==> src/rtl/button_pkg.sv <==
// button_pkg: shared types and default counts for the push-button conditioner
// and the other lab input stages.
//   state_t                  debounce FSM states
//   DEFAULT_SYNC_STAGES      synchroniser depth used when none is given
//   DEFAULT_DEBOUNCE_CYCLES  stable synced cycles needed to accept a change
//                            (simulation value; the board build uses 100000)
//   DEFAULT_LONG_CYCLES      cycles held before long_press fires
package button_pkg;

    typedef enum logic [1:0] {
        IDLE         = 2'd0,
        PRESS_WAIT   = 2'd1,
        HELD         = 2'd2,
        RELEASE_WAIT = 2'd3
    } state_t;

    localparam int DEFAULT_SYNC_STAGES     = 2;
    localparam int DEFAULT_DEBOUNCE_CYCLES = 4;
    localparam int DEFAULT_LONG_CYCLES     = 16;

endpackage

==> src/rtl/sync_2ff.sv <==
// sync_2ff: multi-flop synchroniser for a single asynchronous input bit.
// Reused by the other lab inputs, so it carries no button-specific logic.
// Ports:
//   clk    in  system clock, posedge
//   reset  in  asynchronous, active-high; clears every stage to 0
//   d      in  asynchronous input
//   q      out synchronised output (last stage of the chain)
module sync_2ff
    import button_pkg::*;
#(
    parameter int STAGES = DEFAULT_SYNC_STAGES
) (
    input  logic clk,
    input  logic reset,
    input  logic d,
    output logic q
);

    logic [STAGES-1:0] chain_q;
    logic [STAGES-1:0] chain_d;

    // Stage 0 samples the raw input; each later stage takes the one before it.
    always_comb begin
        chain_d = {chain_q[STAGES-2:0], d};
    end

    always_ff @(posedge clk or posedge reset) begin
        if (reset) begin
            chain_q <= '0;
        end else begin
            chain_q <= chain_d;
        end
    end

    assign q = chain_q[STAGES-1];

endmodule

==> src/rtl/button_conditioner.sv <==
// button_conditioner: synchronises and debounces a raw push-button.
// Ports:
//   clk            in  system clock, posedge
//   reset          in  asynchronous, active-high
//   btn_raw        in  raw bouncing button, asynchronous to clk
//   btn_level      out debounced level, registered
//   press_pulse    out one-cycle pulse on an accepted 0->1, registered
//   release_pulse  out one-cycle pulse on an accepted 1->0, registered
//   long_press     out one-cycle pulse after LONG_CYCLES of hold, registered
// Build option: define LONG_PRESS_EN to include the hold counter and the
// long_press pulse. Without it long_press is a constant 0 and the port list
// is the same.
// A stable edge on btn_raw shows up on the outputs SYNC_STAGES +
// DEBOUNCE_CYCLES + 1 posedges later: SYNC_STAGES to cross the synchroniser,
// one to leave IDLE/HELD, DEBOUNCE_CYCLES in the WAIT state.
module button_conditioner
    import button_pkg::*;
#(
    parameter int SYNC_STAGES     = DEFAULT_SYNC_STAGES,
    parameter int DEBOUNCE_CYCLES = DEFAULT_DEBOUNCE_CYCLES,
    parameter int LONG_CYCLES     = DEFAULT_LONG_CYCLES
) (
    input  logic clk,
    input  logic reset,
    input  logic btn_raw,
    output logic btn_level,
    output logic press_pulse,
    output logic release_pulse,
    output logic long_press
);

    localparam int CNT_W = $clog2(DEBOUNCE_CYCLES + 1);
    localparam logic [CNT_W-1:0] CNT_LAST = CNT_W'(DEBOUNCE_CYCLES - 1);

    if (SYNC_STAGES < 2 || DEBOUNCE_CYCLES < 1 || LONG_CYCLES < 1) begin : g_bad_param
        $error("button_conditioner: SYNC_STAGES>=2, DEBOUNCE_CYCLES>=1, LONG_CYCLES>=1");
    end

    logic sync;

    // Only the synchroniser looks at btn_raw.
    sync_2ff #(
        .STAGES (SYNC_STAGES)
    ) u_sync (
        .clk   (clk),
        .reset (reset),
        .d     (btn_raw),
        .q     (sync)
    );

    state_t           state_q, state_d;
    logic [CNT_W-1:0] cnt_q, cnt_d;
    logic             level_q, level_d;
    logic             press_q, press_d;
    logic             release_q, release_d;

    always_comb begin
        state_d   = state_q;
        cnt_d     = cnt_q;
        level_d   = level_q;
        press_d   = 1'b0;
        release_d = 1'b0;
        case (state_q)
            IDLE: begin
                if (sync) begin
                    state_d = PRESS_WAIT;
                    cnt_d   = '0;
                end
            end
            PRESS_WAIT: begin
                if (!sync) begin
                    // Bounce: drop back silently.
                    state_d = IDLE;
                    cnt_d   = '0;
                end else if (cnt_q == CNT_LAST) begin
                    state_d = HELD;
                    cnt_d   = '0;
                    level_d = 1'b1;
                    press_d = 1'b1;
                end else begin
                    cnt_d = cnt_q + 1'b1;
                end
            end
            HELD: begin
                if (!sync) begin
                    state_d = RELEASE_WAIT;
                    cnt_d   = '0;
                end
            end
            RELEASE_WAIT: begin
                if (sync) begin
                    // Bounce on release: level stays high, no pulse.
                    state_d = HELD;
                    cnt_d   = '0;
                end else if (cnt_q == CNT_LAST) begin
                    state_d   = IDLE;
                    cnt_d     = '0;
                    level_d   = 1'b0;
                    release_d = 1'b1;
                end else begin
                    cnt_d = cnt_q + 1'b1;
                end
            end
            default: begin
                state_d = IDLE;
                cnt_d   = '0;
                level_d = 1'b0;
            end
        endcase
    end

    // Reset drops everything at once; an in-flight press produces no release.
    always_ff @(posedge clk or posedge reset) begin
        if (reset) begin
            state_q   <= IDLE;
            cnt_q     <= '0;
            level_q   <= 1'b0;
            press_q   <= 1'b0;
            release_q <= 1'b0;
        end else begin
            state_q   <= state_d;
            cnt_q     <= cnt_d;
            level_q   <= level_d;
            press_q   <= press_d;
            release_q <= release_d;
        end
    end

    assign btn_level     = level_q;
    assign press_pulse   = press_q;
    assign release_pulse = release_q;

`ifdef LONG_PRESS_EN
    localparam int HOLD_W = $clog2(LONG_CYCLES + 1);
    localparam logic [HOLD_W-1:0] HOLD_LAST = HOLD_W'(LONG_CYCLES);

    logic [HOLD_W-1:0] hold_q, hold_d;
    logic              long_q, long_d;

    // The hold counter saturates at LONG_CYCLES, so the pulse can only fire
    // on the single increment that reaches it: once per accepted press.
    always_comb begin
        hold_d = hold_q;
        long_d = 1'b0;
        if (state_q == PRESS_WAIT && state_d == HELD) begin
            hold_d = '0;
        end else if (state_d == IDLE) begin
            hold_d = '0;
        end else if ((state_q == HELD || state_q == RELEASE_WAIT) && hold_q != HOLD_LAST) begin
            hold_d = hold_q + 1'b1;
            long_d = (hold_q == HOLD_LAST - 1'b1);
        end
    end

    always_ff @(posedge clk or posedge reset) begin
        if (reset) begin
            hold_q <= '0;
            long_q <= 1'b0;
        end else begin
            hold_q <= hold_d;
            long_q <= long_d;
        end
    end

    assign long_press = long_q;
`else
    assign long_press = 1'b0;
`endif

endmodule

==> config.mk <==
export PLATFORM = sky130hd
export DESIGN_NAME = button_conditioner
export DESIGN_NICKNAME = d
export VERILOG_FILES = /design/src/rtl/button_pkg.sv /design/src/rtl/sync_2ff.sv /design/src/rtl/button_conditioner.sv
export SDC_FILE = /design/constraint.sdc
export NUM_CORES = 1
export LEC_CHECK = 0
export CAP_MARGIN = 30
export CORE_AREA = 2 2 39 41
export DETAILED_ROUTE_END_ITERATION = 6
export DIE_AREA = 0 0 41 43
export PLACE_DENSITY = 0.5
export SLEW_MARGIN = 10
export SYNTH_ARGS = -nofsm -noshare
export SYNTH_HDL_FRONTEND = slang
export SYNTH_SLANG_ARGS = --single-unit
==> constraint.sdc <==
create_clock -name clk -period 2.7 [get_ports clk]
set_clock_uncertainty 0.15 [all_clocks]
set_input_delay 0.54 -clock clk [delete_from_list [all_inputs] [get_ports clk]]
set_output_delay 0.54 -clock clk [all_outputs]
set_load 0.02 [all_outputs]
==> impl_metrics.toml <==
[synth]
synthesis.area_um2 = 409
yosysWarnings = 0
synthDistinctLibCells = 18
synth_common_cells = "10 x dfrtp_1, 4 x nand2_1, 3 x nand3b_1, 3 x o21ai_0"
synth-async-reset-ratio = 1.00
ys_seq_elements = 10
synthTopCellsByArea = "dfrtp_1 61%, nand3b_1 5.5%, o21ai_0 3.7%"
synth_top_area_frac = 0.612
synth_top_area_cell = "dfrtp_1"
ys_seq_area_frac = 0.612
synth_flop_cell = "dfrtp_1"
syn_area_per_cell_um2 = 11.4
synth-edff-count = 0
syn_nets = 40
syn_inst = 36
synth.most_common_cell = "dfrtp_1"

[cells_and_area]
drive_above_1_share = 0.0909
finalNetCount = 49
instances_no_fill = 60
syn2layout_area_growth_pct = 24.2
diodes = 0

[global_route]
grt_pass1_wl_um = 1100
grt_max_degree = 11
grt_pass1_vias = 270
grt_usage = 0.0946
overflow = 0
antenna_found_initial = 0

[sta]
rsz0062_at_grt = "false"
whs_ns = 0.204
hold_viol = 0
fin_crit_ns = 1.91
min_period_over_period = 0.709
final-setup-viol-count = 0
fin_ws_ns = 0.785
fin_setup_tns_ns = 0
slew_viol_final = 0
fmax_mhz = 522
slew_headroom = 0.670
tightest_slew_ns = 0.492

[cts]
ctsResizeCount = 0
clk_pin_slew_worst_paths_ns = 0.06
cts_buffers = 3
htreeDepth = 1
clock-sinks = 10
hold_buffers = 0
clk_latency_ns = 0.26
clk_path_buf_depth = 2
cts_root_buf = "clkbuf_4"
cts_tree = "built"
cts_setup_buffers = 0

[route]
drtIter0Drc = 5
wl_per_cell_um = 9.80
ant_nets = 0
routed_via_density = 4.37
drc = 0
first_pass_iters = 3
drt_wl_total_um = 588
via_count = 262

[job]
cap_viol_max_count = 0

[floorplanning]
ios = 7
rows = 14
initial_utilization = 0.296
die_y_um = 43
core_um2 = 1380
chipWidth_um = 41
die-area_um2 = 1760

[pwr]
p_leak_nw = 0.234
pwr-share-seq = 0.493
power_mw = 0.413
p_switching_mw = 0.117
power.internal_mw = 0.296
vdd.ir_drop.worst_mv = 0.285
p_clk_frac = 0.322
power_frac_comb = 0.185
powerDensity_nw_per_um2 = 814
swShare = 0.283

[setup_path]
worstPathCellList = "clkdlybuf4s50_1"
worstSetupPathType = "flop to output port"
crit_start = "btn_level"
crit_path_max_incr_delay_ns = 0.61
slowest_stage = "clkdlybuf4s50_1"
crit_path_end_kind = "output port"
startpoint_type = "flop"
cp_top_family = "buffers and inverters"
cp_num_buf_inv = 1
path_max_fanout = 3
critPathRequiredTime_ns = 2.01
crit_arrival_ns = 1.22

[place]
preCtsSetupSlack_ns = 1.06
dp_hpwl_um = 433
portBuffers = 5
gp_congestion = 0.765
dp.cells = 56

[worst_hold_path]
hp-start = "u_sync.chain_q[0]"
hold_path.class = "flop to flop"

[status]
outcome = "complete, no violations"
[placed cells by master, fill, tap and decap left out]
master,instances
dfrtp_1,10
nor3b_1,2
a21oi_1,1
xnor2_1,1
nand2b_1,1
clkbuf_4,3
o31ai_1,1
clkbuf_8,1
ha_1,1
inv_1,1
conb_1,1
nand2_1,4
o21ai_0,3
and3b_1,1
clkdlybuf4s50_1,5
nor2_1,2
nand3b_1,3
nand3_1,1
o21a_1,1
and2b_1,1
[power by group through the flow]
stage / clock (mW) / sequential (mW) / combinational [mW]
final: 0.133 / 0.204 / 0.0765
after global routing: 0.149 / 0.208 / 0.0901
after CTS: 0.139 / 0.203 / 0.0776
after detailed placement: 0 / 0.206 / 0.0787
after global placement: 0 / 0.204 / 0.0748
after floorplan: 0 / 0.200 / 0.0641
[final timing paths]
path / slack (ns) / endpoint / cells after the start
max reg2reg: 1.28 / cnt_q[2] / 3
min: 0.20 / u_sync.chain_q[1] / 0
min reg2reg: 0.20 / u_sync.chain_q[1] / 0
min in group asynchronous: 0.39 / state_q[0] / 2
max: 0.79 / btn_level / 1
max in group asynchronous: 1.75 / release_pulse / 2
[sequential cells by signal, summed over array words and instances (netlist names), named ones only]
| name | cells |
|---|---|
| btn_level | 1 |
| cnt_q | 3 |
| press_pulse | 1 |
| release_pulse | 1 |
| state_q | 1 |
| u_sync.chain_q | 2 |
[cells by family after synthesis]
| kind of cell | after synthesis | synth area share |
|---|---|---|
| AOI/OAI and AO/OA | 6 | 0.0856 |
| and+or+nand+nor | 15 | 0.214 |
| xor gates and xnor gates | 1 | 0.0214 |
| DFF | 10 | 0.612 |
| buffers and inverters | 2 | 0.0275 |
| adders and majority gates | 1 | 0.0306 |
| other | 1 | 0.00917 |
[metal layers]
metal / wire length [um] / vias to the layer above / global-route usage
li1: - / 136 / -
met4: 7 / 0 / 0.0800
met2: 271 / 6 / 0.134
met5: 0 / - / 0
met3: 21 / 2 / 0.0314
met1: 287 / 118 / 0.107
[layout make-up]
cell class	count	area, um2
Fill cell	137	876
Sequential cell	10	250
Multi-Input combinational cell	24	148
Timing Repair Buffer	5	50.0
Clock buffer	4	36.3
Tap cell	16	20.0
Inverter	1	3.75
[per-stage QoR]
stage / cell area (um2) / utilization
floorplan: 409 / -
global placement: 472 / 0.341
detailed placement: 472 / 0.341
CTS: 508 / 0.367
global route: 508 / 0.367
finish: 508 / 0.367
Power figures use the tool's default switching activity.
